## src/rtl/queue_4x4b_rtl.sv

```systemverilog
// Four-entry x 4-bit FIFO: control FSM plus its 1r1w register file.
// Latency: enqueue at edge N is visible at ostream after edge N (no bypass); 1 msg/cycle sustained.
// Backpressure: istream_rdy low only when full or in reset; no pipelined accept when full.

// Storage: 4 x 4-bit register file, synchronous write, combinational read, not reset.
module queue_4x4b_rf (
    input  logic       clk,
    input  logic       wen,
    input  logic [1:0] waddr,
    input  logic [3:0] wdata,
    input  logic [1:0] raddr,
    output logic [3:0] rdata
);
    logic [3:0] mem [4];

    always_ff @(posedge clk) begin
        if (wen)
            mem[waddr] <= wdata;
    end

    assign rdata = mem[raddr];
endmodule

// Queue control: pointers, occupancy counter and EMPTY/PARTIAL/FULL state.
module queue_4x4b_rtl (
    input  logic       clk,
    input  logic       rst,
    input  logic       istream_val,
    output logic       istream_rdy,
    input  logic [3:0] istream_msg,
    output logic       ostream_val,
    input  logic       ostream_rdy,
    output logic [3:0] ostream_msg,
    output logic [2:0] count
);
    typedef enum logic [1:0] {
        EMPTY   = 2'd0,
        PARTIAL = 2'd1,
        FULL    = 2'd2
    } state_t;

    state_t     state, state_nxt;
    logic [1:0] enq_ptr;
    logic [1:0] deq_ptr;
    logic [2:0] occ;
    logic       enq_fire;
    logic       deq_fire;
    logic [3:0] rdata;

    // Outputs decode from state only; rst also gates the producer handshake.
    assign istream_rdy = (state != FULL) && !rst;
    assign ostream_val = (state == PARTIAL) || (state == FULL);
    assign ostream_msg = ostream_val ? rdata : 4'b0000;
    assign count       = occ;

    assign enq_fire = istream_val && istream_rdy;
    assign deq_fire = ostream_val && ostream_rdy;

    queue_4x4b_rf u_rf (
        .clk   (clk),
        .wen   (enq_fire),
        .waddr (enq_ptr),
        .wdata (istream_msg),
        .raddr (deq_ptr),
        .rdata (rdata)
    );

    always_ff @(posedge clk or posedge rst) begin
        if (rst)
            state <= EMPTY;
        else
            state <= state_nxt;
    end

    always_comb begin
        state_nxt = state;
        case (state)
            EMPTY: begin
                if (enq_fire)
                    state_nxt = PARTIAL;
            end
            PARTIAL: begin
                if (enq_fire && !deq_fire && (occ == 3'd3))
                    state_nxt = FULL;
                else if (deq_fire && !enq_fire && (occ == 3'd1))
                    state_nxt = EMPTY;
            end
            FULL: begin
                if (deq_fire)
                    state_nxt = PARTIAL;
            end
            default: state_nxt = EMPTY;
        endcase
    end

    // Pointers wrap by natural 2-bit overflow.
    always_ff @(posedge clk or posedge rst) begin
        if (rst) begin
            enq_ptr <= 2'd0;
            deq_ptr <= 2'd0;
            occ     <= 3'd0;
        end else begin
            if (enq_fire)
                enq_ptr <= enq_ptr + 2'd1;
            if (deq_fire)
                deq_ptr <= deq_ptr + 2'd1;
            case ({enq_fire, deq_fire})
                2'b10:   occ <= occ + 3'd1;
                2'b01:   occ <= occ - 3'd1;
                default: occ <= occ;
            endcase
        end
    end
endmodule

```

## config.mk

```make
export PLATFORM = sky130hd
export DESIGN_NAME = queue_4x4b_rtl
export DESIGN_NICKNAME = d
export VERILOG_FILES = /design/src/rtl/queue_4x4b_rtl.sv
export SDC_FILE = /design/constraint.sdc
export NUM_CORES = 1
export LEC_CHECK = 0
export ABC_AREA = 1
export BUFFER_PORTS_ARGS = -buffer_cell sky130_fd_sc_hd__buf_2
export CAP_MARGIN = 10
export CORE_UTILIZATION = 48
export CTS_BUF_LIST = sky130_fd_sc_hd__clkbuf_8 sky130_fd_sc_hd__clkbuf_16
export CTS_CLUSTER_DIAMETER = 40
export DETAILED_ROUTE_END_ITERATION = 6
export GPL_TIMING_DRIVEN = 0
export PLACE_DENSITY_LB_ADDON = 0.25
export SETUP_SLACK_MARGIN = 0.4
export SLEW_MARGIN = 20
export SYNTH_ARGS = -nofsm -noshare
export SYNTH_HDL_FRONTEND = slang
export SYNTH_SLANG_ARGS = --single-unit
```

## constraint.sdc

```tcl
create_clock -name clk -period 1.9 [get_ports clk]
set_input_delay 0.19 -clock clk [delete_from_list [all_inputs] [get_ports clk]]
set_output_delay 0.19 -clock clk [all_outputs]
set_load 0.02 [all_outputs]
```

After elaboration in Yosys (flattened, before gate mapping)
Memories as Yosys holds them, arrays and structs flattened.
Index checks and enable logic that the tools add are counted.

storage, ports and cells
  bits in writable memories = 16
  memories = 1
  latch bits = 0
  register bits = 9
  bits in read-only memories = 0
  output and inout bits = 9
  word-level logic and storage cells = 42

cells by class
  multipliers = 0
  shifts and indexed selects = 0
  bitwise operators = 0
  add/subtract/negate cells = 4
  reduce and logical (&&, ||, !) cells = 14
  divide/modulo/power cells = 0
  order comparisons = 0
  multiplexer cells = 9
  equality and inequality tests = 10

memories
  name      words  width  read ports  clocked after Yosys merged registers in  wr ports  line  text
  u_rf.mem  4      4      1           0                                        1         14    logic [3:0] mem [4];

operator list
  kind                   number
  $mux W2                4
  $logic_and A1 B1 Y1    7
  $ne A2 B2 Y1 const B   3
  $pmux W2 S3            1
  $pmux W3 S2            1
  $add A2 B1 Y2 const B  2
  $eq A2 B1 Y1 const B   2
  $eq A2 B2 Y1 const B   2
  $mux W4                1
  $add A3 B1 Y3 const B  1
  $eq A3 B1 Y1 const B   1
  $eq A3 B2 Y1 const B   1
  $logic_not A1 Y1       3
  $ne A3 B1 Y1 const B   1
  $reduce_and A3 Y1      1
  $sub A3 B1 Y3 const B  1
  $logic_not A2 Y1       1
  $mux W1                2
  $reduce_bool A2 Y1     1
  $logic_or A1 B1 Y1     1

Logic depth before layout (Yosys ltp)
Gate-level depths: netlist (run 1).

  depth after elaboration = 9
  mapped depth = 11
  mapped depth without buffers = 11

Modules after synthesis
A second synthesis (run 1) with hierarchy kept.

second synthesis, totals
  cell total of the unflattened synthesis = 141
  area, all modules = 1338.8 um^2

by module, submodules not included
  module          times used  cells each  area an instance (um^2)  seq. area each (um^2)
  queue_4x4b_rf   1           70          708.2                    480.5
  queue_4x4b_rtl  1           71          630.6                    225.2

Worst setup path after synthesis (run 1)
OpenSTA, ideal clock, no wires.

  path kind = flip-flop to flip-flop
  start point = register state[0]
  end point = register occ[2], in the netlist count[2]
  library setup time = 0.120 ns
  buffers on the path = 0
  arrival = 1.622 ns
  required time = 1.780 ns
  stages on the path, launching flop included = 12
  slack = 0.159 ns
  cells stage by stage = dfrtp_1 inv_1 ha_1 nand2_1 inv_1 ha_1 inv_1 nand2_1 nand2_1 inv_1 o21ai_0 inv_1

between the ends
  cells in the longest elaborated chain, start to end = 5
  elaborated cells on any way between the ends = 11
  those cells by class = eq/ne (5); mux (1); reduce/logical (5)

ends and longest elaborated chain
  what                                               line  text
  start, declared                                    42    state_t state, state_nxt;
  start signal, assigned                             72    state <= state_nxt;
  $eq A2 B1 Y1 or $eq A2 B2 Y1 (tied branches)       52    assign ostream_val = (state == PARTIAL) || (state == FULL);
  $logic_or A1 B1 Y1 *                               52
  net ostream_val                                    31    output logic ostream_val,
  $logic_and A1 B1 Y1 *                              57    assign deq_fire = ostream_val && ostream_rdy;
  net deq_fire                                       47    logic deq_fire;
  $eq A2 B1 Y1 or $eq A2 B2 Y1 (tied branches)       107   case ({enq_fire, deq_fire})
  $pmux W3 S2 or $reduce_bool A2 Y1 (tied branches)  -
  end signal, assigned                               108   2'b10: occ <= occ + 3'd1;
  end signal, assigned                               109   2'b01: occ <= occ - 3'd1;
  end, declared                                      45    logic [2:0] occ;

The timed path passes the listed nets; every way through them passes the cells marked *.
A chain may end at the register's enable or synchronous reset.

Worst setup path after layout (run 1)
  start point = register state[0]
  end point = memory u_rf.mem[3][0] (enable)

between the ends
  cells in the longest elaborated chain, start to end = 5

ends and longest elaborated chain
  what                           line  text
  $ne A2 B2 Y1                   51    assign istream_rdy = (state != FULL) && !rst;
  $logic_and A1 B1 Y1            51
  $logic_and A1 B1 Y1            56    assign enq_fire = istream_val && istream_rdy;
  $mux W1                        17    if (wen)
  $mux W1 (not written as such)  18    mem[waddr] <= wdata;
  end, declared                  14

Every way passes these cells.

==> results.json, run 1 <==
{
  "gp_congestion": 0.717,
  "synthesis.area_um2": 1300,
  "cts_max_level": 1,
  "layout_common_cells": "24 x nor2_1, 16 x edfxtp_1, 14 x buf_4",
  "layout.nets": 184,
  "fin_crit_sh": 0.817,
  "leakage_nw": 0.757,
  "core_area_um2": 2520,
  "grt_max_degree": 14,
  "grt_pass1_vias": 828,
  "placed_area_um2": 1480,
  "overflow": 0,
  "initial_core_util": 0.516,
  "worstHoldPathType": "input port to flip-flop",
  "path_buf_inv": 2,
  "r2r_cells": 6,
  "crit_fanout": 7,
  "min_period_ns": 1.55,
  "cp-end-kind": "flip-flop",
  "synth_nets": 151,
  "clkTransAtPathRegs_ns": 0.08,
  "arrival_ns": 1.51,
  "die_h_um": 54.1,
  "cts_buffer_depth": 2,
  "cts_tree": "built",
  "holdPathStages": 1,
  "post_drt_wl_per_cell_um": 12.2,
  "area_growth_pct": 31.1,
  "syn_inst": 129,
  "slowest_delay_ns": 0.39,
  "grt_pass1_wl_um": 3660,
  "rows": 18,
  "max_slew_margin": 0.741,
  "hp-start": "istream_msg[3]",
  "ys_types": 19,
  "hpwl_um": 1640,
  "worstMarginPinSlew_ns": 0.389,
  "cap_violations": 0,
  "tns_ns": 0,
  "start_kind": "flip-flop",
  "critical_path.cell_chain": "inv_2 > ha_4 > nor2_4 > nand2_4 > buf_4 > nor2_2",
  "dp_slack_ns": 0.241,
  "dp_cells": 175,
  "yosysSeqAreaShare": 0.542,
  "portBuffers": 16,
  "cts_buffers": 3,
  "avgViaCountPerCell": 4.83,
  "p_per_area_nw_per_um2": 1400,
  "status": "finished clean",
  "yosys_register_bits": 25,
  "max_freq_mhz": 644,
  "setup_violations": 0,
  "r2r_slack_ns": 0.35,
  "dieArea_um2": 2930,
  "drv_slew": 0,
  "drive_gt1_frac": 0.416,
  "critical-path-top-delay-family": "simple AND/OR/NAND/NOR gates",
  "postSynthAreaPerCell_um2": 10.1,
  "totalPowerFinal_mw": 2.39,
  "die_w_um": 54.1,
  "dr_total_vias": 922,
  "num_io_pins": 17,
  "ant_nets": 0,
  "clock_sinks": 25,
  "n_fill_cell": 199,
  "rsz0062_at_grt": "yes",
  "dr.first_iter.drc_count": 13,
  "hold_viol": 0,
  "yosys_warnings": 0,
  "clock-root-buffer": "clkbuf_8",
  "drc": 0,
  "clock_skew_ns": 0.00339,
  "ir_drop_mv": 1.11,
  "layout_commonest_cell": "nor2_1",
  "clk_latency_ns": 0.26,
  "drtPass1Iterations": 4,
  "critPathSlowestCell": "dfrtp_1",
  "drt_wl_total_um": 2340,
  "whs_endpoint": "u_rf.mem[0][3]",
  "fin_area_um2": 1710,
  "antenna_found_initial": 0,
  "setup_ws_ns": 0.347,
  "instances_no_fill": 191,
  "antenna_cells": 0,
  "worstSetupPathType": "flip-flop to flip-flop",
  "r2r-end": "u_rf.mem[3][0]",
  "reg2reg_from": "state[0]",
  "track_usage": 0.185,
  "cp.required_ns": 1.86
}
[worst max-delay path by stage]
stage | startpoint | endpoint | slack [ns] | cells past startpoint
final | state[0] | u_rf.mem[3][0] | 0.35 | 6
after global routing | state[0] | state[0] | 0.25 | 11
after CTS | state[1] | ostream_msg[1] | 0.35 | 5
after detailed placement | state[1] | state[0] | 0.24 | 10
after global placement | state[1] | state[1] | 0.28 | 10
after floorplan | state[0] | state[1] | 0.35 | 11
[cell type report]
| type | instances | area, um2 | area share |
|---|---|---|---|
| multi-input cells | 82 | 631 | 0.369 |
| repair buffers | 28 | 190 | 0.111 |
| well taps | 30 | 37.5 | 0.0220 |
| clock buffers | 3 | 41.3 | 0.0242 |
| flip-flops and latches | 25 | 708 | 0.415 |
| clock inverters | 1 | 3.75 | 0.00220 |
| plain buffers | 1 | 7.51 | 0.00440 |
| inverters | 21 | 88.8 | 0.0520 |
[repair_timing]
item                       CTS  global route
resized for setup           18            16
pin swaps                    6             8
setup endpoints to repair   23            16
hold endpoints to repair     9             0
buffers inserted             8             3
hold buffers                 1             0
gates cloned                 0             0
[routing by layer]
| metal | global-route usage | share of wire |
|---|---|---|
| met1 | 0.232 | 0.44 |
| met2 | 0.305 | 0.52 |
| met3 | 0.0593 | 0.033 |
| met4 | 0.0513 | 0.0094 |
| met5 | 0 | 0 |
[cells in the mapped netlist]
| cell | instances | area, um2 |
|---|---|---|
| nor2_1 | 26 | 97.6 |
| inv_1 | 19 | 71.3 |
| edfxtp_1 | 16 | 480 |
| ha_1 | 14 | 175 |
| nand2_1 | 12 | 45.0 |
| o21ai_0 | 11 | 55.1 |
| dfrtp_1 | 9 | 225 |
| a21oi_1 | 5 | 25.0 |
| inv_2 | 2 | 7.51 |
| nand2_4 | 2 | 22.5 |
| nand3_1 | 2 | 10.0 |
| nand4_1 | 2 | 12.5 |
| xnor2_1 | 2 | 17.5 |
| xor2_1 | 2 | 17.5 |
| buf_4 | 1 | 7.51 |
| nand3_2 | 1 | 10.0 |
| nor2_2 | 1 | 6.26 |
| nor2_4 | 1 | 11.3 |
| o21ai_1 | 1 | 5.00 |
[logic make-up (layout without fill, tap and decap cells)]
family | Yosys count | count (layout) | synth area share
AND/OR/NAND/NOR | 47 | 47 | 0.165
XOR/XNOR | 4 | 4 | 0.0269
flip-flops | 25 | 25 | 0.542
AO/OA/AOI/OAI | 17 | 17 | 0.0653
adder cells (fa/ha/maj) | 14 | 14 | 0.134
buffers and inverters | 22 | 54 | 0.0663
[report_power, final]
part           internal [mW]  leakage, nW  total, mW  switching, mW
Combinational          0.542        0.480       1.29          0.746
Clock                  0.144       0.0269      0.296          0.152
Sequential             0.706        0.250      0.802         0.0956
[state kept, by name (all words and copies together), names as in the netlist]
register and flops:
enq_ptr 2, deq_ptr 2, u_rf.mem 16, count 3, state 2
[worst reg2reg max path: stages (launching register included)]
cell and delay, ns:
dfrtp_1 0.39, inv_2 0.08, ha_4 0.18, nor2_4 0.14, nand2_4 0.11, buf_4 0.16
nor2_2 0.19
[stage by stage]
stage,utilization,hold slack (ns)
detailed placement,0.588,0.217
CTS,0.652,0.133
floorplan,-,0.0179
global placement,0.588,0.204
finish,0.677,0.142
global route,0.677,0.130
Note: power is estimated with default switching activity, not from simulation.
==> inputs of run 2 (changes only) <==
- clock period: 1.9 -> 1.33 ns (I/O delays scaled with it)
==> run 2 against run 1 <==
  * The flow now finishes with violations (negative setup slack)
  * Clock power increased by 57%
  * Routed wire length increased by 14%
  * Combinational power increased by 62%
  * Cell count increased by 1.6%
  * Hold slack got worse by 0.064 ns
  * Critical path type is now flip-flop to output port
==> results.json, run 2 (synthesis gave the netlist of run 1 again) <==
{
  "status": "finished with violations",
  "violations": "negative setup slack",
  "max_freq_mhz": 609,
  "cp-end-kind": "output port",
  "path_buf_inv": 3,
  "layout.nets": 187,
  "worstHoldPathType": "input port to flip-flop",
  "dr_total_vias": 973,
  "ant_nets": 0,
  "leakage_nw": 0.791,
  "fin_area_um2": 1830,
  "largest_register": "u_rf.mem",
  "r2r_slack_ns": -0.28,
  "switching_share": 0.424,
  "max_slew_margin": 0.742,
  "reg2reg_from": "state[1]",
  "holdPathStages": 1,
  "worstMarginPinSlew_ns": 0.384,
  "gp_congestion": 0.731,
  "placed_area_um2": 1530,
  "avgViaCountPerCell": 5.02,
  "clk_latency_ns": 0.28,
  "drv_slew": 0,
  "critPathSlowestCell": "dfrtp_2",
  "critical_path.cell_chain": "inv_2 > ha_4 > clkinvlp_4 > a21oi_4 > buf_6",
  "hpwl_um": 1780,
  "r2r-end": "count[2]",
  "cts_buffer_depth": 2,
  "pwr-share-clk": 0.126,
  "crit_fanout": 4,
  "cp.required_ns": 1.20,
  "ir_drop_mv": 1.50,
  "slowest_delay_ns": 0.40,
  "die_w_um": 54.1,
  "whs_endpoint": "u_rf.mem[0][2]",
  "dr.first_iter.drc_count": 16,
  "critical-path-top-delay-family": "flip-flops",
  "grt_pass1_vias": 941,
  "worstSetupPathType": "flip-flop to output port",
  "start_kind": "flip-flop",
  "largest_reg_flops": 16,
  "rows": 18,
  "hp-start": "istream_msg[2]",
  "min_period_ns": 1.64,
  "core_area_um2": 2520,
  "dieArea_um2": 2930,
  "layout_common_cells": "21 x nor2_1, 16 x edfxtp_1, 13 x buf_6",
  "p_seq_frac": 0.311,
  "clkTransAtPathRegs_ns": 0.09,
  "p_per_area_nw_per_um2": 2020,
  "drive_gt1_frac": 0.445,
  "dp_slack_ns": -0.329,
  "cts_max_level": 1,
  "cts_tree": "built",
  "cap_violations": 0,
  "die_h_um": 54.1,
  "p_int_mw": 2.13,
  "power_switching_mw": 1.57,
  "hold_viol": 0,
  "num_io_pins": 17,
  "drtPass1Iterations": 4,
  "antenna_cells": 0,
  "setup_violations": 27,
  "clock-root-buffer": "clkbuf_8",
  "drt_wl_total_um": 2670,
  "clock_skew_ns": 0.00710,
  "post_drt_wl_per_cell_um": 13.8,
  "portBuffers": 16,
  "drc": 0,
  "cts_buffers": 3,
  "setup_ws_ns": -0.312,
  "r2r_cells": 11,
  "initial_core_util": 0.516,
  "grt_pass1_wl_um": 4170,
  "tns_ns": -5.74,
  "power_frac_comb": 0.563,
  "fin_crit_sh": 1.23,
  "antenna_found_initial": 0,
  "layout_commonest_cell": "nor2_1",
  "arrival_ns": 1.51,
  "track_usage": 0.209,
  "area_growth_pct": 40.8,
  "overflow": 0,
  "grt_max_degree": 16,
  "clock_sinks": 25,
  "rsz0062_at_grt": "yes",
  "totalPowerFinal_mw": 3.70
}
-- run 2: changes by cell type in the layout (fill, tap and decap cells not counted), sizes merged --
cell,change
inv,-2
buf,+3
clkinvlp,+2
-- run 2: layout make-up --
class                      count  area [um2]
buffer                         1        7.51
clock buffer                   3        41.3
clock inverter                 1        7.51
fill                         167         688
inverter                      21        87.6
multi-input combinational     82         683
sequential                    25         708
tap                           30        37.5
timing repair buffer          31         262
-- run 2: per-layer routing --
| metal | part of all wire | track usage |
|---|---|---|
| met5 | 0 | 0 |
| met2 | 0.50 | 0.346 |
| met4 | 0.021 | 0.0940 |
| met3 | 0.040 | 0.0452 |
| met1 | 0.44 | 0.261 |
-- run 2: worst max path at each step --
stage / from / end / cells past startpoint
3_5_place_dp: state[1] / state[1] / 10
5_1_grt: state[1] / count[2] / 11
3_3_place_gp: state[1] / state[1] / 10
4_1_cts: state[0] / ostream_msg[2] / 5
2_1_floorplan: state[0] / state[1] / 11
6_report: state[1] / ostream_msg[2] / 5
-- run 2: power by group through the flow --
stage | sequential [mW] | clock, mW | combinational, mW
CTS | 1.15 | 0.459 | 1.96
detailed placement | 1.16 | 0 | 1.59
floorplan | 1.19 | 0 | 1.22
global placement | 1.15 | 0 | 1.54
global route | 1.17 | 0.486 | 2.28
finish | 1.15 | 0.466 | 2.09
-- run 2: stage by stage --
stage	util	std cells	hold slack (ns)
global route	0.727	194	0.0865
finish	0.727	194	0.0772
detailed placement	0.606	175	0.146
floorplan	-	129	-0.0391
global placement	0.606	175	0.146
CTS	0.707	191	0.0811
-- run 2: what timing repair did --
action / CTS / global route
hold buffers: 1 / 0
pin swaps: 5 / 12
gates cloned: 0 / 0
hold endpoints to repair: 9 / 0
setup buffers: 11 / 3
resized for setup: 33 / 11
endpoints found under the setup margin: 34 / 34
